## config.mk

```make
export PLATFORM = sky130hd
export DESIGN_NAME = firing_control
export DESIGN_NICKNAME = d
export VERILOG_FILES = /design/src/rtl/firing_control.sv
export SDC_FILE = /design/constraint.sdc
export NUM_CORES = 1
export LEC_CHECK = 0
export ABC_AREA = 1
export CORE_ASPECT_RATIO = 0.9
export CORE_MARGIN = 2
export CORE_UTILIZATION = 56
export DETAILED_ROUTE_END_ITERATION = 10
export GPL_ROUTABILITY_DRIVEN = 0
export GPL_TIMING_DRIVEN = 0
export PLACE_DENSITY = 0.89
export SETUP_SLACK_MARGIN = 0.1
export SKIP_LAST_GASP = 1
export SYNTH_ARGS = -nofsm -noshare
export SYNTH_HDL_FRONTEND = slang
export SYNTH_SLANG_ARGS = --single-unit
```

## constraint.sdc

```tcl
create_clock -name clk -period 4.2 [get_ports clk]
set_clock_uncertainty 0.1 [all_clocks]
set_input_delay 0.63 -clock clk [delete_from_list [all_inputs] [get_ports clk]]
set_output_delay 0.63 -clock clk [all_outputs]
set_load 0.05 [all_outputs]
```

## src/rtl/firing_control.sv

```systemverilog
// Per-player firing sequencer. It conditions the raw trigger into one edge per press and steps
// through the three-shot state code. It also issues reload, cooldown, shot, empty and dry-fire events.
module firing_control #(
    parameter int unsigned COOLDOWN_CYCLES = 4
) (
    input  logic       clk,
    input  logic       reset_n,
    input  logic       trigger,
    input  logic       round_start,
    output logic [2:0] control,
    output logic       reload_n,
    output logic       shot_fired,
    output logic       out_of_ammo,
    output logic       dry_fire
);

    // The encodings are the datapath's decode values, so the state register drives control directly.
    typedef enum logic [2:0] {
        PRELOAD = 3'b010,
        HOLD1   = 3'b000,
        SHOT1   = 3'b001,
        HOLD2   = 3'b101,
        SHOT2   = 3'b100,
        HOLD3   = 3'b110,
        SHOT3   = 3'b111,
        OUT     = 3'b011
    } state_t;

    localparam logic [7:0] COOL_LOAD = 8'(COOLDOWN_CYCLES);

    state_t     state;
    state_t     state_next;
    logic       s1;
    logic       s2;
    logic       d;
    logic       trig_edge;
    logic [7:0] cool;
    logic [7:0] cool_next;
    logic       entering_shot;
    logic       cool_done;

    // NOTE: sequential state uses non-blocking assignments so every flop samples pre-edge values.
    always_ff @(posedge clk or negedge reset_n) begin
        if (!reset_n) begin
            s1 <= 1'b0;
            s2 <= 1'b0;
            d  <= 1'b0;
        end else begin
            s1 <= trigger;
            s2 <= s1;
            d  <= s2;
        end
    end

    assign trig_edge = s2 & ~d;
    assign cool_done = (cool == 8'd0);

    // NOTE: every always_comb output gets a default first so no path can infer a latch.
    always_comb begin
        state_next    = state;
        entering_shot = 1'b0;
        if (round_start) begin
            state_next = HOLD1;
        end else begin
            case (state)
                HOLD1: if (trig_edge && cool_done) begin
                    state_next    = SHOT1;
                    entering_shot = 1'b1;
                end
                HOLD2: if (trig_edge && cool_done) begin
                    state_next    = SHOT2;
                    entering_shot = 1'b1;
                end
                HOLD3: if (trig_edge && cool_done) begin
                    state_next    = SHOT3;
                    entering_shot = 1'b1;
                end
                SHOT1:   state_next = HOLD2;
                SHOT2:   state_next = HOLD3;
                SHOT3:   state_next = OUT;
                OUT:     state_next = OUT;
                PRELOAD: state_next = PRELOAD;
                default: state_next = PRELOAD;
            endcase
        end
    end

    always_comb begin
        cool_next = cool;
        if (round_start) begin
            cool_next = 8'd0;
        end else if (entering_shot) begin
            cool_next = COOL_LOAD;
        end else if (!cool_done) begin
            cool_next = cool - 8'd1;
        end
    end

    always_ff @(posedge clk or negedge reset_n) begin
        if (!reset_n) begin
            state    <= PRELOAD;
            cool     <= 8'd0;
            reload_n <= 1'b1;
            dry_fire <= 1'b0;
        end else begin
            state    <= state_next;
            cool     <= cool_next;
            reload_n <= ~round_start;
            // A reload in the same cycle swallows the edge, so no dry-fire is reported.
            dry_fire <= (state == OUT) & trig_edge & ~round_start;
        end
    end

    assign control     = state;
    assign shot_fired  = (state == SHOT1) || (state == SHOT2) || (state == SHOT3);
    assign out_of_ammo = (state == OUT);

endmodule

```

Yosys cells after proc, flatten, opt, wreduce, memory -nomap -nowiden. Cells that the tools add are included.

Add/subtract/negate cells: 1. Eq/ne operators: 11. Muxes and demuxes: 11. Bitwise gates (word level): 5. Reductions and logical operators: 8.

Operators with widths (count): 8-bit 2-to-1 mux (3); 3-bit case mux with 7 select lines (1); 3-bit == test (second input constant) (4); 3-bit 2-to-1 mux (4); 3-bit inequality test (second input constant) (4); 8-bit logical NOT (1); 8-bit by 1-bit subtractor with 8-bit output (second input constant) (1); 3-bit by 2-bit == test with 1-bit output (second input constant) (2); 1-bit AND (3); 3-bit by 1-bit == test with 1-bit output (second input constant) (1); 3-bit logical NOT (1); 1-bit 2-to-1 mux (3); 3-bit AND reduction (1); 3-bit OR reduction (1); 1-bit logical OR (2); 1-bit NOT (2); 2-bit OR reduction (1); 1-bit logical AND (1).

Flip-flop bits (word level): 16. Bits of input ports: 4.

Logic depth before layout (Yosys ltp). Gate-level depths: netlist of the first run.

Depth in word-level cells: 8. Mapped depth: 9. Depth with buffers taken out: 9.

Least setup slack after synthesis of the first run. Ideal clock, no wire load.

Path type: register to output. Start: reg state[0] (netlist: control[0]). End: out out_of_ammo. Data arrival time: 1.554 ns. Required time: 3.470 ns. Slack: 1.916 ns. Stages on the path, launching flop included: 3. Buffers on the path: 0. Cell sequence: dfrtp_1 nand2_1 nor2_1.

Word-level cells in the longest chain between the ends: 1.

Ends and longest elaborated chain: start, declared (line 31) `state_t state;`; start signal, assigned (line 106) `state <= state_next;`; 3-bit by 2-bit == test with 1-bit output (line 116) `assign out_of_ammo = (state == OUT);`; end, declared (line 13) `output logic out_of_ammo,`.

Every way passes these cells.

Final worst setup path of the first run.
Start: reg state[1] (netlist: control[1]). End: out shot_fired.

Word-level cells in the longest chain between the ends: 3.

Ends and longest elaborated chain: 3-bit by 1-bit == test with 1-bit output / 3-bit == test (equally long branches) (line 115) `assign shot_fired = (state == SHOT1) || (state == SHOT2) || (state == SHOT3);`; 1-bit logical OR (line 115); 1-bit logical OR * (line 115); end, declared (line 12) `output logic shot_fired,`.

Mark *: on every way between the ends. The rest lies on a longest branch, timed or not.

==> results of run 1 <==
[routing by layer]
layer / track usage (%) / up-vias
li1: - / 365
met1: 26.9 / 330
met2: 34.3 / 20
met3: 7.05 / 4
met4: 13.2 / 0
met5: 0 / -
[synthesized netlist by cell type]
master     n  area share (%)
o21a_1     1            0.87
nand3_1    6             3.5
nand2_1   30              13
nor2_2     3             2.2
xor2_1     2             2.0
nor2_1    22             9.6
nand2_4    1             1.3
nor2_4     1             1.3
o21ai_0    2             1.2
nand4_1    1            0.73
nand3_2    1             1.2
dfrtp_1   14              41
a211oi_1   1            0.87
dfstp_2    2             6.1
nand3_4    1             2.0
nand2_2    2             1.5
ha_1       2             2.9
inv_1     16             7.0
a21oi_1    3             1.7
[registers in the layout (all words and copies together) (netlist names)]
register / cells
cool: 8
s1: 1
s2: 1
dry_fire: 1
reload_n: 1
control: 3
d: 1
[cell usage in the layout (no fill, tap or decap)]
master / Yosys / layout
nor2_1: 22 / 22
o21a_1: 1 / 1
nand2_2: 2 / 2
nand4_1: 1 / 1
nand2_1: 30 / 30
nand3_4: 1 / 1
inv_1: 16 / 16
nand3_2: 1 / 1
clkbuf_4: 0 / 3
ha_1: 2 / 2
clkdlybuf4s50_1: 0 / 10
dfstp_2: 2 / 2
nor2_2: 3 / 3
clkbuf_8: 0 / 1
o21ai_0: 2 / 2
nand3_1: 6 / 6
a211oi_1: 1 / 1
nor2_4: 1 / 1
xor2_1: 2 / 2
dfrtp_1: 14 / 14
nand2_4: 1 / 1
a21oi_1: 3 / 3
[power by group through the flow]
stage	Combinational [W]	Sequential, W	Clock (W)
global route	0.000549	0.000257	0.000111
detailed placement	0.000476	0.000253	0
CTS	0.000483	0.000250	0.000104
global placement	0.000459	0.000250	0
floorplan	0.000343	0.000283	0
finish	0.000484	0.000251	0.000100
[kinds of logic (layout without fill, tap and decap cells)]
logic type | Yosys count | after routing | synth area share, %
AND/OR/NAND/NOR | 68 | 68 | 36.4
adder cells (fa/ha/maj) | 2 | 2 | 2.91
flip-flops | 16 | 16 | 46.9
XOR/XNOR | 2 | 2 | 2.04
buffers and inverters | 16 | 30 | 7.00
AO/OA/AOI/OAI | 7 | 7 | 4.66
[critical path, stage by stage (launching register included)]
cell             delay [ns]
dfstp_2                0.58
nand2_1                0.10
nand3_2                0.11
o21a_1                 0.12
clkdlybuf4s50_1        0.79
[worst max-delay path by stage]
| stage | slack [ns] | start | to | depth (start not counted) |
|---|---|---|---|---|
| 6_report | 1.49 | control[1] | shot_fired | 4 |
| 5_1_grt | 1.40 | control[1] | shot_fired | 4 |
| 4_1_cts | 1.48 | control[1] | shot_fired | 4 |
| 3_5_place_dp | 1.81 | control[1] | shot_fired | 4 |
| 3_3_place_gp | 1.83 | control[1] | shot_fired | 4 |
| 2_1_floorplan | 1.92 | control[0] | out_of_ammo | 2 |
[area by class of cell]
type / count / share of cell area (%)
Clock buffer: 4 / 3.58
Inverter: 16 / 5.93
Multi-Input combinational cell: 79 / 39.0
Sequential cell: 16 / 39.8
Tap cell: 15 / 1.85
Timing Repair Buffer: 10 / 9.88
[metrics by stage]
stage          total power (W)  hold WS (ns)  setup slack [ns]  cell area (sq um)  utilization [%]
3_3_place_gp          0.000709         0.237              1.83                977             67.5
6_report              0.000835         0.259              1.49               1010             70.0
5_1_grt               0.000917         0.276              1.40               1010             70.0
2_1_floorplan         0.000626         0.231              1.92                858                -
4_1_cts               0.000838         0.262              1.48               1010             70.0
3_5_place_dp          0.000730         0.241              1.81                977             67.5
==> results.ini, run 1 <==
[run_status]
status=finished clean

[global_routing]
antenna_found_initial=0
overflow=0
track_usage_pct=22.0
first_global_vias=628
grt_pass1_wl_mm=2.70
grt_max_degree=17

[synthesis]
synth_cell_type_count=19
synth_warnings=0
syn_inst=111
seq_area_frac_synth_pct=46.9
syn_area_per_cell_sq_um=7.73
syn_area_sq_um=858
synth-seq-cells=16
synthesis.nets=117

[finish]
drive_gt1_share_pct=12.0
multi_input_area_sq_um=395
fin_nets=132
areaGrowthSynthToFinish_pct=18.1
finalNonFillerCells=140
diodes=0
nFillCells=121
ff_latch_area_sq_um=403

[clock_tree]
clock-root-buffer=clkbuf_4
post-cts-setup-buffers=0
clock_sinks=16
clk_latency_ns=0.29
cts-resized-gates=0
cts-buffers-inserted=3
cts_buffer_depth=2
clk_pin_slew_ns=0.09
hold_buffers=0
cts_tree=yes
htree_levels=1

[floorplan]
core_sq_um=1450
start_util_pct=59.3
dieArea_sq_um=1860
top_level_ports=11
dieHeight_microns=41.1
fp.dieW_microns=45.3
placementRows=13

[critical_path]
rr_worst_depth=7
crit_fanout=5
cp-start-kind=register
r2r-start=cool[0]
regToRegSetupSlack_ns=2.66
timing.rr.end=cool[4]
worstPathRequired_ns=3.47
end_kind=primary output
worstPathArrival_ns=1.98
critPathKind=reg -> out

[route]
routed.top_layer=met4
route.detailed.drc=0
totalWireLength_mm=1.59
dr_wl_met3_microns=65
ant_nets=0
wire_per_inst_microns=11.3
vias=719
drtIter0Drc=11
drt-met1-wl_microns=743
wl_met2_microns=754
firstDrtPassIters=4
routed_via_density=5.14

[placement]
numPortBuffers=10
hpwl_mm=1.13
dp_cells=136

[worst_hold_path]
hold_start=s1
worst_hold_path.endpoint=s2
hold_class=reg -> reg
min_path_cells=0

[power_and_ir_drop]
p_seq_share_pct=30.1
internal_power_w=0.000422
comb_power_share_pct=57.9
vdd_drop_max_mv=0.442
p_sw_w=0.000413
sw_frac_of_total_pct=49.4
p_leak_nw=0.522
powerDensity_nw_per_um2=824
clkPwrFrac_pct=12.0

[timing]
rsz0062_at_grt=false
setup_viol=0
setup_tns_ns=0
slew_headroom_pct=53.1
hold_viol=0
clock.fmax_mhz=369
finalCriticalPeriod_ns=2.71
fin_crit_sh_pct=64.6
slew_viol_final=0
tightest_slew_ns=0.701

[run]
drv_cap=0

Power figures use the tool's default switching activity.
==> run 2, diff against run 1 <==
--- a/config.mk
+++ b/config.mk
@@ -8,11 +8,11 @@
 export ABC_AREA = 1
 export CORE_ASPECT_RATIO = 0.9
 export CORE_MARGIN = 2
-export CORE_UTILIZATION = 56
+export CORE_UTILIZATION = 52
 export DETAILED_ROUTE_END_ITERATION = 10
 export GPL_ROUTABILITY_DRIVEN = 0
 export GPL_TIMING_DRIVEN = 0
-export PLACE_DENSITY = 0.89
+export PLACE_DENSITY = 0.84
 export SETUP_SLACK_MARGIN = 0.1
 export SKIP_LAST_GASP = 1
 export SYNTH_ARGS = -nofsm -noshare
==> constraint.sdc (replaced) <==
create_clock -name clk -period 2.7 [get_ports clk]
set_clock_uncertainty 0.1 [all_clocks]
set_input_delay 0.405 -clock clk [delete_from_list [all_inputs] [get_ports clk]]
set_output_delay 0.405 -clock clk [all_outputs]
set_load 0.05 [all_outputs]
==> run 2 against run 1 <==
Final area grew 0.86%. Utilization shrank 1.7 points. Global-route usage shrank 3.8 points. Combinational power grew 56%. Sequential share of layout area shrank 0.34 points. Highest routed layer unchanged. Via count grew 0.28%. Critical path type unchanged. Register-to-register slack lost 1.5 ns. Critical endpoint unchanged. Non-clock buffer count is the same. Power grew 56%. Die area grew 7.0%.
==> results.ini, run 2 (synthesis results as in run 1) <==
[clock_tree]
clock-root-buffer=clkbuf_4  ; unchanged
cts_tree=yes  ; unchanged
clk_latency_ns=0.29  ; about the same
clk_pin_slew_ns=0.09  ; about the same
cts_buffer_depth=2  ; unchanged
hold_buffers=0  ; unchanged
clock_sinks=16  ; unchanged
cts-buffers-inserted=3  ; unchanged
cts-resized-gates=0  ; unchanged
htree_levels=1  ; unchanged
post-cts-setup-buffers=0  ; unchanged

[route]
dr_wl_met3_microns=78  ; was 65 microns
wl_met2_microns=732  ; was 754 microns
wire_per_inst_microns=10.7  ; was 11.3 microns
ant_nets=0  ; unchanged
routed.top_layer=met4  ; unchanged
totalWireLength_mm=1.57  ; was 1.59 mm
route.detailed.drc=0  ; unchanged
firstDrtPassIters=4  ; unchanged
drt-met1-wl_microns=751  ; was 743 microns
routed_via_density=4.90  ; was 5.14
drtIter0Drc=13  ; was 11
vias=721  ; was 719

[power_and_ir_drop]
p_leak_nw=0.522  ; unchanged
vdd_drop_max_mv=0.639  ; was 0.442 mV
powerDensity_nw_per_um2=1270  ; was 824 nW/um^2
power_w=0.00130  ; was 0.000835 W

[timing]
slew_headroom_pct=52.4  ; was 53.1%
finalWorstSetupSlack_ns=0.213  ; was 1.49 ns
tightest_slew_ns=0.711  ; was 0.701 ns
slew_viol_final=0  ; unchanged
finalCriticalPeriod_ns=2.49
hold_viol=0  ; unchanged
setup_tns_ns=0  ; unchanged
clock.fmax_mhz=402
fin_crit_sh_pct=92.1
setup_viol=0  ; unchanged
rsz0062_at_grt=false  ; unchanged

[global_routing]
grt_pass1_wl_mm=2.60  ; was 2.70 mm
track_usage_pct=18.2  ; was 22.0%
antenna_found_initial=0  ; unchanged
overflow=0  ; unchanged
first_global_vias=650  ; was 628
grt_max_degree=17  ; unchanged

[finish]
areaGrowthSynthToFinish_pct=19.1  ; was 18.1%
nFillCells=133  ; was 121
top_register=cool  ; unchanged
fin_nets=132  ; unchanged
layout_common_cells=nand2_1 (30), nor2_1 (22), inv_1 (16)  ; unchanged
finalNonFillerCells=147  ; was 140
largest_reg_flops=8  ; unchanged
final_common_cell=nand2_1  ; unchanged
diodes=0  ; unchanged
drive_gt1_share_pct=12.0  ; unchanged

[worst_hold_path]
worst_hold_path.endpoint=s2  ; unchanged
hold_start=s1  ; unchanged
min_path_cells=0  ; unchanged
hold_class=reg -> reg  ; unchanged

[critical_path]
cp_cell_sequence=nand2_1, nand3_2, o21a_1, clkdlybuf4s50_1  ; unchanged
worstPathRequired_ns=2.19  ; was 3.47 ns
regToRegSetupSlack_ns=1.19  ; was 2.66 ns
crit_fanout=5  ; unchanged
cp_slowest_cell=clkdlybuf4s50_1  ; unchanged
end_kind=primary output  ; unchanged
r2r-start=cool[0]  ; unchanged
cp-start-kind=register  ; unchanged
slowest_delay_ns=0.79  ; about the same
rr_worst_depth=9  ; was 7
critPathKind=reg -> out  ; unchanged
timing.rr.end=cool[5]  ; was cool[4]
worstPathArrival_ns=1.98  ; about the same

[floorplan]
core_sq_um=1500  ; was 1450 sq um
top_level_ports=11  ; unchanged
dieArea_sq_um=1990  ; was 1860 sq um
start_util_pct=57.4  ; was 59.3%
placementRows=13  ; unchanged
fp.dieW_microns=46.8  ; was 45.3 microns
dieHeight_microns=42.5  ; was 41.1 microns

[placement]
place_ws_ns=0.526  ; was 1.81 ns
dp_cells=143  ; was 136
hpwl_mm=1.20  ; was 1.13 mm
numPortBuffers=10  ; unchanged

[run]
drv_cap=0  ; unchanged

[run_status]
status=finished clean  ; unchanged

-- run 2: cell counts in the layout (fill, tap and decap cells not counted) --
No cell type changed its count.
-- run 2: final cells by class --
| cell class | count | area (sq um) | share of cell area (%) |
|---|---|---|---|
| Inverter | 16 | 60.1 | 5.88 |
| Sequential cell | 16 | 403 | 39.4 |
| Tap cell | 22 | 27.5 | 2.69 |
| Timing Repair Buffer | 10 | 100 | 9.79 |
| Multi-Input combinational cell | 79 | 395 | 38.7 |
| Clock buffer | 4 | 36.3 | 3.55 |
-- run 2: worst max-delay path by stage --
stage / slack (ns) / startpoint / cells past startpoint / endpoint
floorplan: 0.64 / control[0] / 2 / out_of_ammo
global placement: 0.56 / control[1] / 4 / shot_fired
detailed placement: 0.53 / control[1] / 4 / shot_fired
CTS: 0.20 / control[1] / 4 / shot_fired
global route: 0.14 / control[1] / 4 / shot_fired
finish: 0.21 / control[1] / 4 / shot_fired
-- run 2: power breakdown --
part	internal, W	leakage [nW]	switching, W	total, W
Clock	0.0000822	0.0210	0.0000761	0.000158
Combinational	0.000261	0.301	0.000494	0.000755
Sequential	0.000315	0.200	0.0000738	0.000389
-- run 2: stage by stage --
stage,hold slack [ns],utilization (%),cell area (sq um)
after global placement,0.240,65.9,986
after detailed placement,0.252,65.9,986
after CTS,0.274,68.3,1020
final,0.269,68.3,1020
after global routing,0.297,68.3,1020
after floorplan,0.00941,-,858
-- run 2: worst max-delay path, delay by kind of cell (launching register included) --
family / cells / cell delay (ns)
DFF: 1 / 0.57
buffers and inverters: 1 / 0.79
and+or+nand+nor: 2 / 0.22
AOI/OAI and AO/OA: 1 / 0.12
-- run 2: layer usage --
layer / track usage [%] / up-vias
met5: 0 / -
met4: 5.00 / 0
met3: 6.47 / 2
met2: 28.8 / 20
met1: 23.1 / 330
li1: - / 369
